[src/rtl/z80_bus_writer_pkg.sv]
// Shared types and constants for the Z80 memory-write bus master.
package z80_bus_writer_pkg;

  typedef enum logic [2:0] {
    IDLE,
    T1,
    T2,
    TW,
    T3
  } state_t;

  localparam logic STROBE_OFF = 1'b1;

  // Phase counter width; a divide of 1 still needs a 1-bit counter.
  function automatic int cnt_width(input int half_div);
    return (half_div > 1) ? $clog2(half_div) : 1;
  endfunction

endpackage

[src/rtl/z80_bus_writer_fifo.sv]
// Request FIFO: first-word-fall-through, simultaneous push/pop, occupancy counter.
module z80_bus_writer_fifo #(
  parameter int WIDTH = 24,
  parameter int DEPTH = 4
) (
  input  logic             clk,
  input  logic             rst_n,
  input  logic             push,
  input  logic             pop,
  output logic             full,
  output logic             empty,
  input  logic [WIDTH-1:0] din,
  output logic [WIDTH-1:0] dout
);

  localparam int PW = $clog2(DEPTH);
  localparam int CW = PW + 1;

  logic [WIDTH-1:0] mem [DEPTH];
  logic [PW-1:0]    wr_ptr;
  logic [PW-1:0]    rd_ptr;
  logic [CW-1:0]    count;
  logic             do_push;
  logic             do_pop;

  assign do_push = push && !full;
  assign do_pop  = pop && !empty;
  assign full    = (count == CW'(DEPTH));
  assign empty   = (count == '0);
  assign dout    = mem[rd_ptr];

  // NOTE: the storage array has no reset; the occupancy counter alone decides what is valid.
  always_ff @(posedge clk) begin
    if (do_push) mem[wr_ptr] <= din;
  end

  always_ff @(posedge clk or negedge rst_n) begin
    if (!rst_n) begin
      wr_ptr <= '0;
      rd_ptr <= '0;
      count  <= '0;
    end else begin
      if (do_push) wr_ptr <= wr_ptr + PW'(1);
      if (do_pop)  rd_ptr <= rd_ptr + PW'(1);
      case ({do_push, do_pop})
        2'b10:   count <= count + CW'(1);
        2'b01:   count <= count - CW'(1);
        default: count <= count;
      endcase
    end
  end

endmodule

[src/rtl/z80_bus_writer.sv]
// Z80-style bus master replaying queued requests as 3-T-state memory writes.
// Define Z80_BUS_WRITER_WAIT_EN to add the active-low WAIT input and the TW state.
module z80_bus_writer
  import z80_bus_writer_pkg::*;
#(
  parameter int HALF_DIV   = 2,
  parameter int FIFO_DEPTH = 4,
  parameter int ADDR_W     = 16,
  parameter int DATA_W     = 8
) (
  input  logic              CLK,
  input  logic              RST,
  input  logic              REQ_VALID,
  output logic              REQ_READY,
  input  logic [ADDR_W-1:0] REQ_ADDR,
  input  logic [DATA_W-1:0] REQ_DATA,
`ifdef Z80_BUS_WRITER_WAIT_EN
  input  logic              WAIT,
`endif
  output logic              Z80_CLK,
  output logic [ADDR_W-1:0] A,
  output logic [DATA_W-1:0] D,
  output logic              D_OE,
  output logic              MRQ,
  output logic              WR,
  output logic              RD,
  output logic              IORQ,
  output logic              M1,
  output logic              BUSY,
  output logic              DONE
);

  localparam int CNT_W = cnt_width(HALF_DIV);
  localparam int ENT_W = ADDR_W + DATA_W;

  logic [CNT_W-1:0]  phase;
  logic              tick;
  logic              rise;
  logic              fall;
  logic              ready_en;
  logic              fifo_full;
  logic              fifo_empty;
  logic              pop;
  logic [ENT_W-1:0]  head;
  logic [DATA_W-1:0] data_q;

  state_t            state;
  state_t            state_nxt;
  logic [ADDR_W-1:0] a_nxt;
  logic [DATA_W-1:0] d_nxt;
  logic [DATA_W-1:0] data_nxt;
  logic              doe_nxt;
  logic              mrq_nxt;
  logic              wr_nxt;
  logic              done_nxt;

  // ---------------- bus clock divider ----------------
  assign tick = (phase == CNT_W'(HALF_DIV - 1));
  assign rise = tick && !Z80_CLK;
  assign fall = tick && Z80_CLK;

  // NOTE: all state is updated with non-blocking assignments so every register samples pre-edge values.
  always_ff @(posedge CLK or negedge RST) begin
    if (!RST) begin
      phase   <= '0;
      Z80_CLK <= 1'b0;
    end else if (tick) begin
      phase   <= '0;
      Z80_CLK <= ~Z80_CLK;
    end else begin
      phase   <= phase + CNT_W'(1);
    end
  end

  // ---------------- request FIFO ----------------
  always_ff @(posedge CLK or negedge RST) begin
    if (!RST) ready_en <= 1'b0;
    else      ready_en <= 1'b1;
  end

  assign REQ_READY = ready_en && !fifo_full;
  assign BUSY      = (state != IDLE) || !fifo_empty;

  z80_bus_writer_fifo #(
    .WIDTH (ENT_W),
    .DEPTH (FIFO_DEPTH)
  ) u_fifo (
    .clk   (CLK),
    .rst_n (RST),
    .push  (REQ_VALID && REQ_READY),
    .pop   (pop),
    .full  (fifo_full),
    .empty (fifo_empty),
    .din   ({REQ_ADDR, REQ_DATA}),
    .dout  (head)
  );

  // ---------------- optional WAIT synchronizer ----------------
`ifdef Z80_BUS_WRITER_WAIT_EN
  logic wait_s1;
  logic wait_s2;
  logic wait_smp;
  logic wait_smp_nxt;

  always_ff @(posedge CLK or negedge RST) begin
    if (!RST) begin
      wait_s1  <= 1'b1;
      wait_s2  <= 1'b1;
      wait_smp <= 1'b1;
    end else begin
      wait_s1  <= WAIT;
      wait_s2  <= wait_s1;
      wait_smp <= wait_smp_nxt;
    end
  end
`endif

  // ---------------- T-state sequencer ----------------
  // NOTE: every signal gets its default first so no path through the case infers a latch.
  always_comb begin
    state_nxt = state;
    pop       = 1'b0;
    a_nxt     = A;
    d_nxt     = D;
    data_nxt  = data_q;
    doe_nxt   = D_OE;
    mrq_nxt   = MRQ;
    wr_nxt    = WR;
    done_nxt  = 1'b0;
`ifdef Z80_BUS_WRITER_WAIT_EN
    wait_smp_nxt = wait_smp;
`endif
    case (state)
      IDLE: begin
        if (rise && !fifo_empty) begin
          pop       = 1'b1;
          a_nxt     = head[DATA_W +: ADDR_W];
          data_nxt  = head[DATA_W-1:0];
          state_nxt = T1;
        end
      end
      T1: begin
        if (fall) begin
          mrq_nxt = 1'b0;
          d_nxt   = data_q;
          doe_nxt = 1'b1;
        end else if (rise) begin
          state_nxt = T2;
        end
      end
      T2: begin
        if (fall) begin
          wr_nxt = 1'b0;
`ifdef Z80_BUS_WRITER_WAIT_EN
          wait_smp_nxt = wait_s2;
`endif
        end else if (rise) begin
`ifdef Z80_BUS_WRITER_WAIT_EN
          state_nxt = wait_smp ? T3 : TW;
`else
          state_nxt = T3;
`endif
        end
      end
`ifdef Z80_BUS_WRITER_WAIT_EN
      TW: begin
        if (fall)                  wait_smp_nxt = wait_s2;
        else if (rise && wait_smp) state_nxt    = T3;
      end
`endif
      T3: begin
        if (fall) begin
          mrq_nxt = STROBE_OFF;
          wr_nxt  = STROBE_OFF;
        end else if (rise) begin
          doe_nxt  = 1'b0;
          done_nxt = 1'b1;
          // Back-to-back: the next request starts T1 on this very rise.
          if (!fifo_empty) begin
            pop       = 1'b1;
            a_nxt     = head[DATA_W +: ADDR_W];
            data_nxt  = head[DATA_W-1:0];
            state_nxt = T1;
          end else begin
            state_nxt = IDLE;
          end
        end
      end
      default: state_nxt = IDLE;
    endcase
  end

  always_ff @(posedge CLK or negedge RST) begin
    if (!RST) begin
      state  <= IDLE;
      A      <= '0;
      D      <= '0;
      data_q <= '0;
      D_OE   <= 1'b0;
      MRQ    <= STROBE_OFF;
      WR     <= STROBE_OFF;
      RD     <= STROBE_OFF;
      IORQ   <= STROBE_OFF;
      M1     <= STROBE_OFF;
      DONE   <= 1'b0;
    end else begin
      state  <= state_nxt;
      A      <= a_nxt;
      D      <= d_nxt;
      data_q <= data_nxt;
      D_OE   <= doe_nxt;
      MRQ    <= mrq_nxt;
      WR     <= wr_nxt;
      RD     <= STROBE_OFF;
      IORQ   <= STROBE_OFF;
      M1     <= STROBE_OFF;
      DONE   <= done_nxt;
    end
  end

endmodule

[config.mk]
export PLATFORM = sky130hd
export DESIGN_NAME = z80_bus_writer
export DESIGN_NICKNAME = d
export VERILOG_FILES = /design/src/rtl/z80_bus_writer_pkg.sv /design/src/rtl/z80_bus_writer_fifo.sv /design/src/rtl/z80_bus_writer.sv
export SDC_FILE = /design/constraint.sdc
export NUM_CORES = 1
export LEC_CHECK = 0
export BUFFER_PORTS_ARGS = -buffer_cell sky130_fd_sc_hd__buf_2
export CELL_PAD_IN_SITES_DETAIL_PLACEMENT = 0
export CELL_PAD_IN_SITES_GLOBAL_PLACEMENT = 2
export CORE_ASPECT_RATIO = 2
export CORE_UTILIZATION = 48
export DETAILED_ROUTE_END_ITERATION = 10
export PLACE_DENSITY = 0.95
export SETUP_SLACK_MARGIN = 0.1
export SLEW_MARGIN = 10
export SYNTH_ARGS = -nofsm -noshare
export SYNTH_HDL_FRONTEND = slang
export SYNTH_SLANG_ARGS = --single-unit
[constraint.sdc]
create_clock -name CLK -period 4.1 [get_ports CLK]
set_clock_uncertainty 0.2 [all_clocks]
set_input_delay 0.205 -clock CLK [delete_from_list [all_inputs] [get_ports CLK]]
set_output_delay 0.205 -clock CLK [all_outputs]
set_load 0.01 [all_outputs]
# ---- Yosys cells after proc, flatten, opt, wreduce, memory -nomap -nowiden
# Memories as Yosys holds them, arrays and structs flattened.
# Cells that the tools add are included.
dict set report word_totals {
  ram_bits 96
  regBits 49
  romBits 0
  out_inout_bits 34
  input_bits 27
  latchBits 0
  n_memories 1
}
# name words word_bits rd rd_ports_with_merged_regs write_ports line
set mem_list {}
lappend mem_list {u_fifo.mem 4 24 1 0 1 z80_bus_writer_fifo.sv:19} ;# logic [WIDTH-1:0] mem [DEPTH];
dict set report classes {
  addsub 5
  shifts 0
  n_mul 0
  bitwise 1
  n_reduce_logical 24
  muxes 38
  div_mod_pow 0
  n_eq_ne 17
  order_cmp 0
}
# cell count
set op_table {}
lappend op_table {{16-bit two-way mux} 4}
lappend op_table {{8-bit two-way mux} 4}
lappend op_table {{16-bit one-hot mux with 2 select lines} 1}
lappend op_table {{2-bit != test, second input constant} 11}
lappend op_table {{3-bit two-way mux} 7}
lappend op_table {{8-bit one-hot mux with 2 select lines} 1}
lappend op_table {{1-bit two-way mux} 15}
lappend op_table {{3-bit one-hot mux with 4 select lines} 1}
lappend op_table {{1-bit one-hot mux with 2 select lines} 4}
lappend op_table {{2-bit nonzero test} 4}
lappend op_table {{1-bit logical AND} 7}
lappend op_table {{7-bit AND reduction} 1}
lappend op_table {{3-bit == test, second input constant} 2}
lappend op_table {{3-bit logical NOT} 2}
lappend op_table {{3-bit one-hot mux with 2 select lines} 1}
lappend op_table {{3-bit AND reduction} 2}
lappend op_table {{5-bit AND reduction} 1}
lappend op_table {{2-bit by 1-bit adder with 2-bit output, second input constant} 2}
lappend op_table {{4-bit AND reduction} 1}
lappend op_table {{3-bit by 1-bit adder with 3-bit output, second input constant} 1}
lappend op_table {{3-bit by 1-bit == test with 1-bit output, second input constant} 1}
lappend op_table {{3-bit by 2-bit == test with 1-bit output, second input constant} 1}
lappend op_table {{1-bit logical NOT} 3}
lappend op_table {{3-bit nonzero test} 1}
lappend op_table {{other kinds (7)} 7}

# ---- Logic depth before layout (Yosys ltp)
dict set report logic_depth {
  depth_word 8
  depth_mapped 11
  mapped_depth_nobuf 9
}

# ---- Modules after synthesis
# Synthesis repeated with hierarchy kept, for this count alone.
dict set report hier_totals {
  cells_unflattened 280
  area_unflattened_um2 5615.4
}
# module n_inst cells_per_inst area_per_inst_um2
set by_module_without_submodules {}
lappend by_module_without_submodules {z80_bus_writer_fifo 1 164 3891.2}
lappend by_module_without_submodules {z80_bus_writer 1 116 1724.2}

# ---- Worst setup path after synthesis
# Ideal clock, no wire load.
dict set report synth_timing {
  path_type {flip-flop to flip-flop}
  start {register Z80_CLK}
  end {register u_fifo.count[2]}
  path_stages_with_launch 12
  slack_ps 1781
  arrival_time_ps 2039
  setup_ps 80
  required_time_ps 3820
  cell_sequence {dfrtp_1 > buf_2 > nor2b_4 > nand3_4 > buf_6 > inv_1 > ha_1 > inv_1 > fa_1 > xor2_1 > nor2_1 > xnor2_1}
}
dict set report synth_between {
  elab_chain_cells 8
}
# element line
set synth_rtl {}
lappend synth_rtl {{from (decl)} z80_bus_writer.sv:20} ;# output logic Z80_CLK,
lappend synth_rtl {{from (signal assigned)} z80_bus_writer.sv:69} ;# Z80_CLK <= ~Z80_CLK;
lappend synth_rtl {{1-bit logical NOT} z80_bus_writer.sv:59} ;# assign rise = tick && !Z80_CLK;
lappend synth_rtl {{1-bit logical AND} z80_bus_writer.sv:59}
lappend synth_rtl {{1-bit two-way mux or 1-bit logical AND (tied branches)} {z80_bus_writer.sv:175, z80_bus_writer.sv:135}}
lappend synth_rtl {{1-bit two-way mux (on tied branches)} {z80_bus_writer.sv:172, z80_bus_writer.sv:135}}
lappend synth_rtl {{1-bit one-hot mux with 2 select lines *} z80_bus_writer.sv:133} ;# case (state)
lappend synth_rtl {{1-bit logical AND *} z80_bus_writer_fifo.sv:27} ;# assign do_pop = pop && !empty;
lappend synth_rtl {{net u_fifo.do_pop} z80_bus_writer_fifo.sv:24} ;# logic do_pop;
lappend synth_rtl {{2-bit by 1-bit == test with 1-bit output or 2-bit == test (tied branches)} z80_bus_writer_fifo.sv:45} ;# case ({do_push, do_pop})
lappend synth_rtl {{3-bit one-hot mux with 2 select lines or 2-bit nonzero test (tied branches)} -}
lappend synth_rtl {{to (signal assigned)} z80_bus_writer_fifo.sv:46} ;# 2'b10: count <= count + CW'(1);
lappend synth_rtl {{to (signal assigned)} z80_bus_writer_fifo.sv:47} ;# 2'b01: count <= count - CW'(1);
lappend synth_rtl {{to (signal assigned)} z80_bus_writer_fifo.sv:48} ;# default: count <= count;
lappend synth_rtl {{to (decl)} z80_bus_writer_fifo.sv:22} ;# logic [CW-1:0] count;
# Mark *: on every way through the listed nets, which the timed path passes. The rest lies on a longest branch.
# A chain may end at the register's enable or synchronous reset.

# ---- Final worst setup path
dict set report layout_timing {
  start {register state[1]}
  end {register u_fifo.count[2]}
}
dict set report layout_between {
  elab_chain_cells 5
}
# element line
set layout_rtl {}
lappend layout_rtl {{from (decl)} z80_bus_writer.sv:47} ;# state_t state;
lappend layout_rtl {{from (signal assigned)} z80_bus_writer.sv:207} ;# state <= state_nxt;
lappend layout_rtl {{3-bit == test or 3-bit logical NOT (tied branches)} z80_bus_writer.sv:133}
lappend layout_rtl {{1-bit one-hot mux with 2 select lines *} z80_bus_writer.sv:133}
lappend layout_rtl {{1-bit logical AND *} z80_bus_writer_fifo.sv:27}
lappend layout_rtl {{net u_fifo.do_pop} z80_bus_writer_fifo.sv:24}
lappend layout_rtl {{2-bit by 1-bit == test with 1-bit output or 2-bit == test (tied branches)} z80_bus_writer_fifo.sv:45}
lappend layout_rtl {{3-bit one-hot mux with 2 select lines or 2-bit nonzero test (tied branches)} -}
# Marked as above.

==> flow_summary_export.csv <==
group,metric,value,unit
status,outcome,"finished, final reports clean",
grt,grt_pass1_vias,3014,
worst_setup_path,criticalPathCategory,"flip-flop to flip-flop",
pwr,clkPwrFrac,29.5,%
grt,grtUsageMet2,32.0,%
grt,grt-ovfl-total,0,
cells_and_area,final_common_cell,"edfxtp_1",
cts,cts_buffers,17,
cells_and_area,fin_area,0.00681,mm^2
cells_and_area,mostFrequentLayoutCells,"edfxtp_1, buf_2, dfrtp_1",
sta,fmax,372,MHz
sta,finalCritPeriodShare,65.6,%
grt,grt_usage,17.9,%
placed_design,port_buffers,57,
detailed_routing,drt_iter0_drc,100,
sta,worst_slew_pin_slew,1.17,ns
placed_design,gp_congestion,0.730,
floorplanning,start_util,49.4,%
sta,max-slew-margin-rel,22.2,%
cts,h-tree-depth,4,
placed_design,dp_cells,473,
detailed_routing,drtAntennaViolNets,0,
cts,clock_latency,0.41,ns
pwr,netSwitchingPower,1.32,mW
worst_setup_path,crit_slowest_cell,"dfrtp_1",
pwr,leakage,2.58,nW
cells_and_area,antenna_cells,0,
synthesis,synth.distinct_cells,37,
sta,fin_crit,2.69,ns
synthesis,netlist_area,0.00561,mm^2
worst_setup_path,critPathCaptureType,"flip-flop",
placed_design,placed_cell_area,0.00601,mm^2
grt,grt.met1_usage,19.0,%
sta,setup_viol,0,
worst_setup_path,cpLargestDelayFamily,"simple AND/OR/NAND/NOR gates",
worst_setup_path,start_kind,"flip-flop",
floorplanning,rows,55,
detailed_routing,routed_via_density,5.30,
floorplanning,dieArea,0.0122,mm^2
grt,antenna_found_initial,0,
cells_and_area,drive_above_1_share,38.1,%
worst_setup_path,r2r_setup_slack,1.41,ns
grt,grt_busiest_layer,"met2",
flow_run,cap_violations,0,
detailed_routing,firstDrtPassIters,4,
synthesis,syn-instance-count,282,
worst_setup_path,path_cells,"nor2_1 > nand3_4 > inv_1 > ha_1 > inv_1 > fa_1 > xor2_1 > nor2_1 > xnor2_1",
worst_setup_path,critical_path_required,4.23,ns
synthesis,yosysSeqAreaShare,73.2,%
floorplanning,io_pins,61,
sta,hold_ws,0.0811,ns
cts,cts_root_buf,"clkbuf_16",
cells_and_area,area_growth,21.3,%
synthesis,yosys_warnings,0,
synthesis,syn_area_per_cell,19.9,um^2
detailed_routing,vias,2807,
cts,cts_tree,"yes",
synthesis,synth_edf_count,96,
pwr,seqPwrFrac,46.1,%
placed_design,post-place-ws,1.42,ns
cts,clkSinkCount,145,
worst_setup_path,cp.arrival,2.82,ns
cells_and_area,final_cells,530,
cells_and_area,final_core_util,60.0,%
synthesis,synthArstFlopShare,33.8,%
grt,grt_pass1_wl,15700,um
grt,use_met3,5.16,%
sta,drv_slew,0,
pwr,powerDensity,693,mW/mm^2
cts,cts.clk_slew.worst_paths,0.06,ns
worst_setup_path,critPathBufInv,2,
synthesis,synthFlopType,"edfxtp_1",
pwr,finalPower,4.72,mW
sta,hold_violations,0,
pwr,ir_drop,0.415,mV
detailed_routing,wl_per_cell,17.9,um
min_path,min_path_type,"input port to flip-flop",
detailed_routing,drc,0,
worst_setup_path,worst_path_largest_cell_delay,0.48,ns
grt,grt_max_degree,50,
pwr,switching_share,28.0,%
sta,layout_setup_ws,1.41,ns
placed_design,dp_hpwl,5850,um
cells_and_area,nets,408,
worst_setup_path,critPathMaxFanout,26,
floorplanning,fp.dieH,155,um
cts,clk_path_buf_depth,2,
floorplanning,die_width,78.5,um
sta,rsz0062_at_grt,"false",
detailed_routing,totalWireLength,9510,um
sta,fin_setup_tns,0,ns
synthesis,synth-seq-cells,145,
pwr,intPower,3.40,mW
floorplanning,fp.coreArea,0.0114,mm^2
pwr,p_comb_share,24.4,%
logic make-up after synthesis:
logic type,after synthesis,share of synthesized area (%)
xor gates and xnor gates,7,1.09
DFF,145,73.2
and+or+nand+nor,26,3.23
muxes,57,16.6
AOI/OAI and AO/OA,14,1.58
other,1,0.0668
adders and majority gates,6,1.47
buffers and inverters,26,2.67
flip-flops by register name, indices dropped and copies added, names as in the netlist, 2 cells and up:
name / count
u_fifo.mem: 96
data_q: 8
state: 3
A: 16
u_fifo.wr_ptr: 2
u_fifo.rd_ptr: 2
D: 8
u_fifo.count: 3
power by group through the flow:
stage	registers, mW	logic, mW	clock network (mW)
2_1_floorplan	2.10	0.934	0
3_3_place_gp	2.20	1.11	0
3_5_place_dp	2.21	1.15	0
4_1_cts	2.19	1.18	1.43
5_1_grt	2.23	1.26	1.49
6_report	2.18	1.15	1.39
final timing paths:
kind                           start          endpoint  cells past startpoint
min                        REQ_VALID  u_fifo.wr_ptr[0]                      3
max reg2reg                 state[1]   u_fifo.count[2]                      9
min in group asynchronous        RST              D[3]                      3
max                         state[1]   u_fifo.count[2]                      9
max in group asynchronous        RST  u_fifo.rd_ptr[0]                      3
min reg2reg                      MRQ               MRQ                      2
cells in the mapped netlist (all sizes together), types with 3 or more instances:
cell type	n	share of area (%)
buf	11	1.7
inv	10	0.67
and2	4	0.45
o21ai	3	0.27
nand3b	4	0.53
edfxtp	96	51
dfrtp	47	21
nor2	5	0.33
xnor2	5	0.78
a21oi	4	0.36
ha	5	1.1
a31oi	3	0.33
mux2	33	6.6
clkbuf	5	0.33
mux4	24	10
cell type report:
class	count	area, um^2
Fill cell	853	4550
Multi-Input combinational cell	114	1360
Clock buffer	17	425
Inverter	10	37.5
Clock inverter	15	119
Sequential cell	145	4110
Timing Repair Buffer	87	573
Tap cell	142	178
timing repair:
item | 4_1_cts | 5_1_grt
endpoints found under the setup margin | 0 | 0
hold buffers | 25 | 0
setup buffers | 0 | 0
endpoints found under the hold margin | 143 | 0
gates resized for setup | 0 | 0
per-layer routing:
metal | wire (um) | vias to the layer above | part of all wire [%]
li1 | - | 1279 | -
met5 | 0 | - | 0
met2 | 5460 | 59 | 57
met4 | 174 | 0 | 1.8
met1 | 3540 | 1453 | 37
met3 | 324 | 16 | 3.4
worst min-delay path, cell delays in order:
cell,delay [ns]
buf_2,0.10
o311a_1,0.19
xnor2_1,0.15
No activity file was read; power rests on OpenSTA's default activity.
